[config.mk]
export PLATFORM = sky130hd
export DESIGN_NAME = mem_port_arbiter
export DESIGN_NICKNAME = d
export VERILOG_FILES = /design/src/rtl/mem_port_arbiter.sv
export SDC_FILE = /design/constraint.sdc
export NUM_CORES = 1
export LEC_CHECK = 0
export BUFFER_PORTS_ARGS = -buffer_cell sky130_fd_sc_hd__buf_2
export CORE_ASPECT_RATIO = 0.7
export CORE_MARGIN = 2
export CORE_UTILIZATION = 42
export CTS_CLUSTER_SIZE = 8
export DETAILED_ROUTE_END_ITERATION = 6
export GPL_ROUTABILITY_DRIVEN = 0
export PLACE_DENSITY = 0.66
export SLEW_MARGIN = 10
export SYNTH_ARGS = -nofsm -noshare
export SYNTH_HDL_FRONTEND = slang
export SYNTH_SLANG_ARGS = --single-unit
[constraint.sdc]
create_clock -name clk -period 13.3 [get_ports clk]
set_input_delay 3.325 -clock clk [delete_from_list [all_inputs] [get_ports clk]]
set_output_delay 3.325 -clock clk [all_outputs]
set_load 0.05 [all_outputs]
[src/rtl/mem_port_arbiter.sv]
// mem_port_arbiter
//   Shares one memory port between an instruction-fetch requester and a data
//   requester. Each requester has a single pending slot. A round-robin pointer
//   decides ties, and at most one memory transfer is outstanding at a time.
//   A transfer that waits TIMEOUT cycles without mem_ack is aborted. Reads then
//   return all-ones, and bus_err pulses.
// Ports
//   clk, reset                      clock, async active-high reset
//   inst_req/inst_addr              fetch request pulse + byte address
//   inst_ack/inst_q                 fetch completion pulse + data
//   data_req/addr/data/wren/mask    data request pulse + fields
//   data_ack/data_q                 data completion pulse + read data
//   mem_req/addr/data/wren/mask     granted transfer to shared port
//   mem_ack/mem_q                   memory completion pulse + read data
//   bus_err                         pulse on timeout abort
module mem_port_arbiter #(
  parameter int unsigned TIMEOUT = 255
) (
  input  logic        clk,
  input  logic        reset,
  input  logic        inst_req,
  input  logic [31:0] inst_addr,
  output logic        inst_ack,
  output logic [31:0] inst_q,
  input  logic        data_req,
  input  logic [31:0] data_addr,
  input  logic [31:0] data_data,
  input  logic        data_wren,
  input  logic [3:0]  data_mask,
  output logic        data_ack,
  output logic [31:0] data_q,
  output logic        mem_req,
  output logic [31:0] mem_addr,
  output logic [31:0] mem_data,
  output logic        mem_wren,
  output logic [3:0]  mem_mask,
  input  logic        mem_ack,
  input  logic [31:0] mem_q,
  output logic        bus_err
);

  typedef enum logic {S_IDLE, S_WAIT} state_t;

  typedef struct packed {
    logic [31:0] addr;
    logic [31:0] data;
    logic        wren;
    logic [3:0]  mask;
  } xfer_t;

  // The counter starts at 0 on the grant edge. Completing when it shows
  // TIMEOUT-1 therefore gives exactly TIMEOUT WAIT cycles.
  localparam logic [7:0] LAST_CNT = 8'(TIMEOUT - 1);

  state_t      state;
  logic        inst_pend, data_pend;
  logic [31:0] inst_slot;
  xfer_t       data_slot;
  logic        inst_prio;   // 1: inst wins the next tie
  logic        owner_data;  // owner of the transfer in flight
  logic [7:0]  cnt;

  logic  inst_elig, data_elig, grant_data;
  xfer_t inst_x, data_x;

  // A request pulse in the current cycle is eligible before it lands in its
  // slot. Its fields come straight from the inputs in that case.
  always_comb begin
    inst_elig  = inst_pend | inst_req;
    data_elig  = data_pend | data_req;
    grant_data = data_elig & (~inst_elig | ~inst_prio);
    inst_x     = '{addr: inst_pend ? inst_slot : inst_addr,
                   data: 32'h0, wren: 1'b0, mask: 4'hF};
    data_x     = data_pend ? data_slot
                           : '{addr: data_addr, data: data_data,
                               wren: data_wren, mask: data_mask};
  end

  always_ff @(posedge clk or posedge reset) begin
    if (reset) begin
      state      <= S_IDLE;
      inst_pend  <= 1'b0;
      data_pend  <= 1'b0;
      inst_slot  <= '0;
      data_slot  <= '0;
      inst_prio  <= 1'b0;
      owner_data <= 1'b0;
      cnt        <= '0;
      inst_ack   <= 1'b0;
      inst_q     <= '0;
      data_ack   <= 1'b0;
      data_q     <= '0;
      mem_req    <= 1'b0;
      mem_addr   <= '0;
      mem_data   <= '0;
      mem_wren   <= 1'b0;
      mem_mask   <= '0;
      bus_err    <= 1'b0;
    end else begin
      inst_ack <= 1'b0;
      data_ack <= 1'b0;
      mem_req  <= 1'b0;
      bus_err  <= 1'b0;

      // A slot that is already pending ignores new pulses. This also covers
      // a pulse that arrives in the requester's own completion cycle.
      if (inst_req && !inst_pend) begin
        inst_pend <= 1'b1;
        inst_slot <= inst_addr;
      end
      if (data_req && !data_pend) begin
        data_pend <= 1'b1;
        data_slot <= '{addr: data_addr, data: data_data,
                       wren: data_wren, mask: data_mask};
      end

      case (state)
        S_IDLE: begin
          if (inst_elig || data_elig) begin
            mem_req    <= 1'b1;
            state      <= S_WAIT;
            cnt        <= '0;
            owner_data <= grant_data;
            inst_prio  <= grant_data;
            {mem_addr, mem_data, mem_wren, mem_mask} <= grant_data ? data_x : inst_x;
          end
        end
        S_WAIT: begin
          // mem_ack takes priority over a timeout that falls in the same cycle.
          if (mem_ack || cnt == LAST_CNT) begin
            state   <= S_IDLE;
            bus_err <= ~mem_ack;
            if (owner_data) begin
              data_ack  <= 1'b1;
              data_pend <= 1'b0;
              if (!mem_wren) data_q <= mem_ack ? mem_q : 32'hFFFF_FFFF;
            end else begin
              inst_ack  <= 1'b1;
              inst_pend <= 1'b0;
              inst_q    <= mem_ack ? mem_q : 32'hFFFF_FFFF;
            end
          end else begin
            cnt <= cnt + 8'd1;
          end
        end
        default: state <= S_IDLE;
      endcase
    end
  end

endmodule

* Word-level counts from Yosys, hierarchy flattened
Cells that the tools add are included.
** Cells by class
- Add/sub/neg operators :: 1
- Equality and inequality tests :: 3
- Multiplexer cells :: 27
- Bitwise operators :: 9
- Reductions and logical operators :: 10
** Operators by type and width (count)
- $mux W69 :: 2
- $mux W32 :: 2
- $mux W1 :: 19
- $mux W8 :: 2
- $pmux W8 S2 :: 1
- $add A8 B1 Y8 const B :: 1
- $eq A8 B8 Y1 const B :: 1
- $not A1 Y1 :: 5
- $ne A2 B2 Y1 const B :: 2
- $reduce_and A2 Y1 :: 2
- $reduce_and A4 Y1 :: 1
- $or A1 B1 Y1 :: 3
- $reduce_and A3 Y1 :: 1
- $logic_and A1 B1 Y1 :: 2
- $logic_not A1 Y1 :: 2
- $logic_or A1 B1 Y1 :: 2
- $pmux W1 S2 :: 1
- $and A1 B1 Y1 :: 1
** Storage, ports and cells
- Flip-flop bits (word level) :: 250
- Input bits :: 138
- Output and inout bits :: 137
- Logic and storage cells :: 70

* Depth between registers and ports, before layout
Gate-level depths: netlist of the first run.
- Depth in word-level cells :: 6
- Mapped depth :: 7
- Mapped depth without buffers :: 7

* Worst setup path after synthesis of the first run
Ideal clock, no wire load.
- Kind :: input-to-reg
- Start :: input port data_req
- End :: register data_slot[49] (netlist bit)
- Setup time :: 0.125 ns
- Arrival time :: 4.314 ns
- Data required time :: 13.175 ns
- Setup slack :: 8.861 ns
- Cell stages on the path :: 5
- Buffers on the path :: 3
- Cell sequence :: nand2b_1 -> clkbuf_1 -> buf_2 -> buf_2 -> mux2_2
** Between the ends
- Longest elaborated chain between the ends :: 1
** RTL lines
- from (decl) :: line 25 : input logic data_req,
- $logic_and A1 B1 Y1 :: line 111 : if (data_req && !data_pend) begin
- to (signal assigned) :: line 113 : data_slot <= '{addr: data_addr, data: data_data,
- to (decl) :: line 58 : xfer_t data_slot;
Every way passes these cells.
A chain may end at the register's enable or synchronous reset.

* Worst setup path after layout of the first run
- Start :: input port data_req
- End :: register mem_addr[11]
** Between the ends
- Longest elaborated chain between the ends :: 3
- Elaborated cells between the ends (all ways) :: 5
- Those cells by class :: mux: 1; bitwise: 2; reduce/logical: 2
** RTL lines
- $or A1 B1 Y1 (*) :: line 70 : data_elig = data_pend | data_req;
- $and A1 B1 Y1 or $logic_or A1 B1 Y1 (tied branches) :: line 71, 119
- $mux W69 or $reduce_and A2 Y1 (tied branches)
- to (signal assigned) :: line 125 : {mem_addr, mem_data, mem_wren, mem_mask} <= grant_data ? data_x : inst_x;
- to (decl) :: line 33 : output logic [31:0] mem_addr,
Mark *: on every way between the ends. The rest lies on a longest branch, timed or not.

==> results of run 1 <==
-- worst max-delay path: stages --
cell and delay (ns):
buf_2 0.14, nor2_1 0.25, a21o_4 0.31, buf_4 0.72
o31ai_1 0.22
-- stage by stage --
stage	util	hold WS [ns]	instance area, um2	power, W
floorplan	-	0.4792	10670	0.002742
global placement	0.4926	0.4573	12220	0.003143
detailed placement	0.4926	0.4625	12220	0.003186
CTS	0.5329	0.4737	13220	0.004032
global route	0.5331	0.4854	13220	0.004212
finish	0.5335	0.4700	13230	0.003986
-- state kept, by name, indices dropped and copies added, names as in the netlist, 4 cells and up --
name       count
inst_q        32
cnt            8
data_q        32
data_slot     69
mem_addr      32
mem_data      32
mem_mask       4
inst_slot     32
-- power groups by stage --
stage               Sequential (W)  Combinational (W)  Clock (W)
floorplan                  0.00195           0.000790          0
global placement           0.00134            0.00180          0
detailed placement         0.00135            0.00184          0
CTS                        0.00134            0.00184   0.000852
global route               0.00139            0.00194   0.000884
finish                     0.00134            0.00182   0.000826
-- layer usage --
metal	wire, um	up-vias	track usage
met3	1956	45	0.05998
li1	-	3600	-
met4	504	4	0.05684
met2	11640	222	0.2931
met5	21	-	0
met1	12600	3705	0.2790
-- kinds of logic after synthesis --
kind of cell               share of synthesized area
DFF                                           0.5864
AOI/OAI and AO/OA                             0.1519
and+or+nand+nor                              0.08433
muxes                                         0.1413
buffers and inverters                        0.03366
adders and majority gates                   0.002345
-- worst paths after layout --
path                       slack, ns         start  depth (start not counted)            end
setup / recovery                8.57      data_req                          5   mem_addr[11]
hold / removal                  0.47  mem_addr[29]                          2   mem_addr[29]
setup reg to reg               10.69     data_pend                          4   mem_addr[11]
hold reg to reg                 0.47  mem_addr[29]                          2   mem_addr[29]
max in group asynchronous       8.81         reset                          3  data_slot[14]
min in group asynchronous       2.95         reset                          2   inst_slot[6]
-- layout by cell type (no fill, tap or decap), types with 2 or more instances in the layout --
master,n
buf_2,274
dfrtp_1,248
mux2_2,101
nand2_1,70
nor2b_1,65
a211oi_1,65
o22a_1,62
clkbuf_16,39
mux2i_1,37
o31ai_1,32
o21ai_0,29
nor2_1,9
buf_4,9
o21ai_1,8
a21oi_1,7
diode_2,6
nand3_1,5
nand2b_1,4
and3_1,4
inv_1,3
nor3_1,3
a31oi_1,3
or2_2,2
nor3b_4,2
a211o_1,2
ha_1,2
clkbuf_1,2
-- area by class of cell --
class                   instances  area, um2  area share
repair buffers                283       1439      0.1087
multi-input cells             530       4089      0.3090
inverters                       4      22.52    0.001702
well taps                     325      406.6     0.03073
clock inverters                 2      16.27    0.001229
diodes                          6      15.01    0.001135
clock buffers                  41      983.4     0.07432
flip-flops and latches        250       6261      0.4731
==> metrics.csv, run 1 <==
metric;value;unit
status;finished clean;
Initial DRC Count;376;
CTS tree;done;
IO buf count;274;
Syn-to-layout area delta;24.04;%
switching share of power;0.4450;
Starting Density;0.4301;
largest net degree at the start of global routing;97;
Die Area;26710;um2
actual slew at the worst max-slew pin;1.105;ns
Post-synth EDFFs;0;
gr ovfl total;0;
critical path required time;13.63;ns
most frequent cells after synthesis;dfrtp_1, mux2_2, nand2_1;
drt first pass iters;4;
clock power share;0.207;
Slew Limit Fails;0;
clock-pin slew on the worst setup and hold paths;0.05;ns
global-route wire length before repair;41810;um
Synth Register Bits;250;
internal power;0.002212;W
final setup TNS;0;ns
Gate power share;0.456;
Via density;5.257;
setup ws final;8.566;ns
synth top area cells;dfrtp_1, mux2_2, o22a_1, a211oi_1, nor2b_1;
achievable frequency;0.2113;GHz
Rel. slew slack;0.2607;
Power Dens Cells;301.2;nW/um2
Setup crit start kind;primary input;
DIE HEIGHT;137.3;um
ys async rst share;1.000;
most frequent cell after synthesis;dfrtp_1;
fin crit period;4.734;ns
dpl ws;8.106;ns
Mean Syn Cell Area;12.55;um2
synth unique cells;41;
Post-CTS Setup Repair Bufs;0;
number of nets with antenna violations after routing;0;
fillers;2191;
Worst setup EP type;flop;
initial antenna violation count;6;
number of CTS-inserted buffers;37;
Clock Tree Buf Depth;3;
max_cap viols;0;
post-route clock period utilization;0.3559;
cell taking the most area after synthesis;dfrtp_1;
syn_nets;990;
drt wl/cell;18.55;um
Clock Skew;0.009366;ns
share of the synthesized area in the top cell type;0.5864;
vias in the first global route;7486;
Final HPWL DP;17380;um
Primary FF master, synth;dfrtp_1;
Final Setup Violations;0;
die width;194.5;um
CTS resizes;0;
fin nets;1246;
crit path kind;primary input to flop;
worst min path class;flop to flop;
GRT Util Overall;0.1971;
CORE AREA;24800;um2
Post-CTS Hold Fix Bufs;0;
switching power;0.001774;W
H-tree depth;2;
leakage power;6.089;nW
Post-Syn Area;10670;um2
number of I/O pins;275;
routed wire length;26730;um
worst skew pair latency;0.50;ns
sequential share of power;0.337;
Post-Layout Cell Count;1441;
YS warnings;0;
maximum vdd drop;0.1453;mV
Arr. time, crit path;5.06;ns
DRC;0;
clock root cell;clkbuf_16;
Cells after Synth;850;
vias;7576;
fraction of layout cells with a size suffix above 1;0.3991;
RSZ-0062 raised after global routing;false;
CTS sink cnt;250;
std cell rows;48;
Hold Vio Cnt, Final;0;
crit path max fanout;81;
Seq/Total Area, Yosys;0.5864;
Placed Instances;1392;
Power figures use the tool's default switching activity.
==> run 2, diff against run 1 <==
Settings changed: PLACE_DENSITY 0.66 to 0.68.
Clock period 13.3 ns to 4.2 ns, I/O delays scaled along.
==> run 2 against run 1 <==
Compared with the run above: core utilization rose by 0.081 points; sequential cell count did not move; clock skew up 0.010 ns; via count rose by 0.50%; cell count stayed put; routed wire length fell by 2.1%; count of clock-buffer cells in the layout decreased by 2; power grew to 3.1 times the previous value; die area unchanged; worst hold slack worse by 0.0021 ns; global-route usage down 0.23 points; clock power rose to 3.1 times the previous value; critical path type is now flop to flop.
==> metrics.csv, run 2 (synthesized netlist as in run 1, its figures left out) <==
metric;value;unit;change
status;finished clean;;unchanged
DRC;0;;unchanged
Syn-to-layout area delta;24.23;%;was 24.04%
switching share of power;0.4457;;was 0.4450
CTS resizes;0;;unchanged
clock power share;0.202;;was 0.207
worst skew pair latency;0.50;ns;about the same
Finished Core Util;0.5343;;was 0.5335
final instance area;13250;um2;was 13230 um2
number of CTS-inserted buffers;37;;unchanged
fillers;2140;;was 2191
Hold Path Origin;mem_addr[13];;was mem_addr[29]
CORE AREA;24800;um2;unchanged
initial antenna violation count;5;;was 6
clock-pin slew on the worst setup and hold paths;0.05;ns;about the same
Final Setup Violations;0;;unchanged
gr ovfl total;0;;unchanged
Worst Path Buf+Inv;0;;was 2
reg2reg start;data_pend;;unchanged
R2R Setup Slk;1.73;ns;was 10.69 ns
actual slew at the worst max-slew pin;1.077;ns;was 1.105 ns
Gate power share;0.458;;was 0.456
worst min path class;flop to flop;;unchanged
largest net degree at the start of global routing;70;;was 97
Starting Density;0.4301;;unchanged
internal power;0.006946;W;was 0.002212 W
Power Dens Cells;945.5;nW/um2;was 301.2 nW/um2
maximum vdd drop;0.4339;mV;was 0.1453 mV
Clock Tree Buf Depth;3;;unchanged
clock root cell;clkbuf_16;;unchanged
Arr. time, crit path;2.83;ns;was 5.06 ns
vias in the first global route;7431;;was 7486
Post-Layout Cell Count;1441;;unchanged
switching power;0.005585;W;was 0.001774 W
fin crit period;2.467;ns;
final setup TNS;0;ns;unchanged
Hold Vio Cnt, Final;0;;unchanged
hold path endpoint;mem_addr[13];;was mem_addr[29]
routed wire length;26180;um;was 26730 um
worst reg2reg path depth;2;;was 4
critical-path cell list;nand2b_4 -> mux2_2;;was buf_2 -> nor2_1 -> a21o_4 -> buf_4 -> o31ai_1
fin nets;1250;;was 1246
fraction of layout cells with a size suffix above 1;0.4007;;was 0.3991
sequential share of power;0.340;;was 0.337
R2R Path End;data_slot[48];;was mem_addr[11]
Initial DRC Count;382;;was 376
Slew Limit Fails;0;;unchanged
number of I/O pins;275;;unchanged
Die Area;26710;um2;unchanged
commonest non-fill, non-tap cells in the layout;buf_2, dfrtp_1, mux2_2;;unchanged
Clock Skew;0.01934;ns;was 0.009366 ns
drt wl/cell;18.17;um;was 18.55 um
Worst setup EP type;flop;;unchanged
Via density;5.284;;was 5.257
CTS tree;done;;unchanged
crit path kind;flop to flop;;was primary input to flop
CP max stage delay;0.89;ns;was 0.72 ns
Placed Area;12290;um2;was 12220 um2
vias;7614;;was 7576
post-route clock period utilization;0.5874;;
GRT Util Overall;0.1949;;was 0.1971
Rel. slew slack;0.2817;;was 0.2607
Final HPWL DP;17520;um;was 17380 um
std cell rows;48;;unchanged
IO buf count;274;;unchanged
leakage power;6.099;nW;was 6.089 nW
critical path required time;4.56;ns;was 13.63 ns
Most flops, register;data_slot;;unchanged
Post-CTS Setup Repair Bufs;0;;unchanged
global-route wire length before repair;41280;um;was 41810 um
crit path max fanout;69;;was 81
CTS sink cnt;250;;unchanged
Placed Instances;1396;;was 1392
die width;194.5;um;unchanged
critical path's slowest cell;nand2b_4;;was buf_4
hold path cells;2;;unchanged
Top Family by Delay on Critical Path;simple AND/OR/NAND/NOR gates;;was buffers and inverters
drt first pass iters;4;;unchanged
RSZ-0062 raised after global routing;false;;unchanged
commonest non-fill, non-tap cell in the layout;buf_2;;unchanged
number of nets with antenna violations after routing;0;;unchanged
max FFs per register;69;;unchanged
Setup crit start kind;flop;;was primary input
DIE HEIGHT;137.3;um;unchanged
H-tree depth;2;;unchanged
achievable frequency;0.4054;GHz;
max_cap viols;0;;unchanged
Post-CTS Hold Fix Bufs;0;;unchanged
-- run 2: cell count changes in the layout (fill, tap and decap cells not counted), sizes merged --
cell      change
buf           +4
clkbuf        -2
diode         -3
clkinvlp      +1
-- run 2: through the flow --
stage                     setup slack, ns  hold WS [ns]  total power (W)
after global placement              1.583        0.4569         0.009955
after floorplan                   -0.1377        0.4792         0.008684
after global routing                1.622        0.4862          0.01325
after CTS                           1.722        0.4723          0.01267
final                               1.733        0.4679          0.01253
after detailed placement            1.518        0.4627          0.01009
-- run 2: how the worst max path moves through the flow --
stage                     cells past startpoint  startpoint  slack, ns             to
after detailed placement                      7    data_req       1.52         cnt[5]
after floorplan                               1       reset      -0.14        bus_err
after global placement                        7    data_req       1.58         cnt[5]
after global routing                          2   data_pend       1.62  data_slot[49]
final                                         2   data_pend       1.73  data_slot[48]
after CTS                                     2   data_pend       1.72  data_slot[16]
-- run 2: tightest hold or removal path, stage by stage (launching register included) --
cell	delay, ns
dfrtp_1	0.33
nand2_1	0.05
o31ai_1	0.05
-- run 2: power groups by stage --
stage	logic (W)	clock network [W]	registers, W
6_report	0.00575	0.00253	0.00426
5_1_grt	0.00614	0.00270	0.00441
4_1_cts	0.00581	0.00260	0.00426
3_5_place_dp	0.00581	0	0.00428
3_3_place_gp	0.00572	0	0.00424
2_1_floorplan	0.00250	0	0.00618
-- run 2: cell type report --
| class | instances | area [um2] | share of cell area |
|---|---|---|---|
| Tap cell | 325 | 406.6 | 0.03068 |
| Clock buffer | 39 | 933.4 | 0.07043 |
| Timing Repair Buffer | 287 | 1519 | 0.1146 |
| Multi-Input combinational cell | 530 | 4081 | 0.3080 |
| Sequential cell | 250 | 6261 | 0.4724 |
| Inverter | 4 | 18.77 | 0.001416 |
| Antenna cell | 3 | 7.507 | 0.0005665 |
| Clock inverter | 3 | 25.02 | 0.001888 |
-- run 2: per-layer routing --
metal | share of wire | track usage | up-vias | routed length (um)
met5 | 0.0016 | 0 | - | 41
met2 | 0.43 | 0.2917 | 234 | 11180
met1 | 0.46 | 0.2701 | 3725 | 12040
met4 | 0.016 | 0.04658 | 6 | 419
li1 | - | - | 3606 | -
met3 | 0.095 | 0.07148 | 43 | 2493
==> run 3, diff against run 2 <==
Settings changed: PLACE_DENSITY 0.68 to 0.66.
Clock period 4.2 ns to 2.4 ns, I/O delays scaled along.
==> run 3 against run 2 <==
Compared with the run above: power grew 76%; core utilization increased by 0.41 points; clock power increased by 74%; maximum frequency rose by 31%; routed wire length rose by 5.6%; sequential cell count unchanged; via count rose by 3.0%; non-clock buffer count is 8 higher; count of clock-buffer cells in the layout is the same; highest routed layer unchanged; largest power group unchanged; largest cell class unchanged.
==> metrics.csv, run 3 (synthesized netlist as in run 1, its figures left out) <==
metric;value;unit;change
critical-path cell list;inv_1 -> ha_1 -> and3_2 -> a21oi_4 -> nor3b_4 -> buf_4 -> o22a_1;;was nand2b_4 -> mux2_2
std cell rows;48;;unchanged
leakage power;6.151;nW;was 6.099 nW
number of nets with antenna violations after routing;0;;unchanged
fin crit period;1.887;ns;was 2.467 ns
commonest non-fill, non-tap cell in the layout;buf_2;;unchanged
initial antenna violation count;4;;was 5
critical path required time;2.83;ns;was 4.56 ns
Final HPWL DP;18350;um;was 17520 um
CP max stage delay;0.43;ns;was 0.89 ns
area of the multi-input gates;4089;um2;was 4081 um2
post-route clock period utilization;0.7862;;was 0.5874
Clock Tree Buf Depth;3;;unchanged
crit path max fanout;32;;was 69
clock power share;0.200;;was 0.202
drt first pass iters;6;;was 4
Seq. cell area;6261;um2;unchanged
IO buf count;274;;unchanged
Gate power share;0.469;;was 0.458
DRC;0;;unchanged
vias;7842;;was 7614
internal power;0.01223;W;was 0.006946 W
worst skew pair latency;0.50;ns;about the same
number of I/O pins;275;;unchanged
die width;194.5;um;unchanged
critical path's slowest cell;dfrtp_1;;was nand2b_4
CTS resizes;0;;unchanged
achievable frequency;0.5300;GHz;was 0.4054 GHz
CORE AREA;24800;um2;unchanged
fillers;2225;;was 2140
Initial DRC Count;350;;was 382
CTS tree;done;;unchanged
Post-CTS Setup Repair Bufs;0;;unchanged
final setup TNS;0;ns;unchanged
gr ovfl total;0;;unchanged
worst min path class;primary input to asynchronous set/reset pin;;was flop to flop
vias in the first global route;8016;;was 7431
Post-CTS Hold Fix Bufs;0;;unchanged
fin nets;1258;;was 1250
GR Util met1;0.2812;;was 0.2701
switching share of power;0.4463;;was 0.4457
number of CTS-inserted buffers;37;;unchanged
crit path kind;flop to flop;;unchanged
Die Area;26710;um2;unchanged
setup ws final;0.5132;ns;was 1.733 ns
M2 GR Usage;0.3202;;was 0.2917
RSZ-0062 raised after global routing;false;;unchanged
largest net degree at the start of global routing;73;;was 70
status;finished clean;;unchanged
drt wl/cell;19.11;um;was 18.17 um
Final Setup Violations;0;;unchanged
Clock Skew;0.01025;ns;was 0.01934 ns
H-tree depth;2;;unchanged
Most flops, register;data_slot;;unchanged
dpl ws;0.2280;ns;was 1.518 ns
Slew Limit Fails;0;;unchanged
Rel. slew slack;0.2733;;was 0.2817
routed wire length;27650;um;was 26180 um
global-route wire length before repair;43940;um;was 41280 um
actual slew at the worst max-slew pin;1.086;ns;was 1.077 ns
Arr. time, crit path;2.31;ns;was 2.83 ns
GRT met3 Usage;0.06512;;was 0.07148
commonest non-fill, non-tap cells in the layout;buf_2, dfrtp_1, mux2_2;;unchanged
clock root cell;clkbuf_16;;unchanged
maximum vdd drop;0.8544;mV;was 0.4339 mV
fraction of layout cells with a size suffix above 1;0.4039;;was 0.4007
CTS sink cnt;250;;unchanged
switching power;0.009857;W;was 0.005585 W
max FFs per register;69;;unchanged
Worst setup EP type;flop;;unchanged
sequential share of power;0.331;;was 0.340
clock-pin slew on the worst setup and hold paths;0.05;ns;about the same
max_cap viols;0;;unchanged
GRT Util Overall;0.2084;;was 0.1949
Power Dens Cells;1654;nW/um2;was 945.5 nW/um2
layer with the highest usage;met2;;unchanged
Setup crit start kind;flop;;unchanged
Hold Vio Cnt, Final;0;;unchanged
Via density;5.419;;was 5.284
Starting Density;0.4301;;unchanged
DIE HEIGHT;137.3;um;unchanged
Syn-to-layout area delta;25.18;%;was 24.23%
==> run 3: changes by cell type in the layout (fill, tap and decap cells not counted), sizes merged <==
cell / delta
buf: +8
inv: -2
clkinv: +1
clkinvlp: -1
==> run 3: area by class of cell <==
class	count	share of cell area
flip-flops and latches	250	0.4688
repair buffers	295	0.1220
well taps	325	0.03045
clock inverters	1	0.0006559
multi-input cells	530	0.3062
diodes	3	0.0005622
clock buffers	39	0.06990
inverters	4	0.001405
==> run 3: power groups by stage <==
stage / Sequential [W] / Combinational [W] / Clock, W
5_1_grt: 0.00754 / 0.0111 / 0.00472
3_5_place_dp: 0.00735 / 0.0105 / 0
6_report: 0.00731 / 0.0104 / 0.00441
3_3_place_gp: 0.00728 / 0.0103 / 0
2_1_floorplan: 0.0108 / 0.00438 / 0
4_1_cts: 0.00731 / 0.0105 / 0.00456
==> run 3: per-stage QoR <==
stage | area, um2 | util | hold slack (ns) | total power [W] | cells
finish | 13350 | 0.5384 | 0.1041 | 0.02209 | 1447
global route | 13350 | 0.5383 | 0.1152 | 0.02333 | 1446
CTS | 13350 | 0.5381 | 0.09195 | 0.02233 | 1444
detailed placement | 12400 | 0.5001 | 0.4618 | 0.01782 | 1404
global placement | 12400 | 0.5001 | 0.4571 | 0.01755 | 1404
floorplan | 10670 | - | 0.4792 | 0.01520 | 850
==> run 3: path summary, 6_finish.rpt <==
path / slack [ns] / to / cells after the start / startpoint
min: 0.10 / mem_data[24] / 2 / reset
max in group asynchronous: 1.58 / inst_slot[20] / 3 / reset
max: 0.51 / data_q[23] / 7 / cnt[0]
min in group clk: 0.34 / data_slot[27] / 2 / data_data[22]
max reg2reg: 0.51 / data_q[23] / 7 / cnt[0]
min reg2reg: 0.47 / mem_data[30] / 2 / mem_data[30]
==> run 3: routing by layer <==
metal	vias to the layer above	routed length, um
met3	51	1952
met4	2	629
met5	-	13
met1	3958	12680
li1	3630	-
met2	201	12370
==> run 3: critical path, delay by kind of cell, from the launching register on <==
kind | cells | cell delay, ns
buffers and inverters | 2 | 0.47
AND/OR/NAND/NOR | 2 | 0.42
flip-flops | 1 | 0.43
adder cells (fa/ha/maj) | 1 | 0.17
AO/OA/AOI/OAI | 2 | 0.31
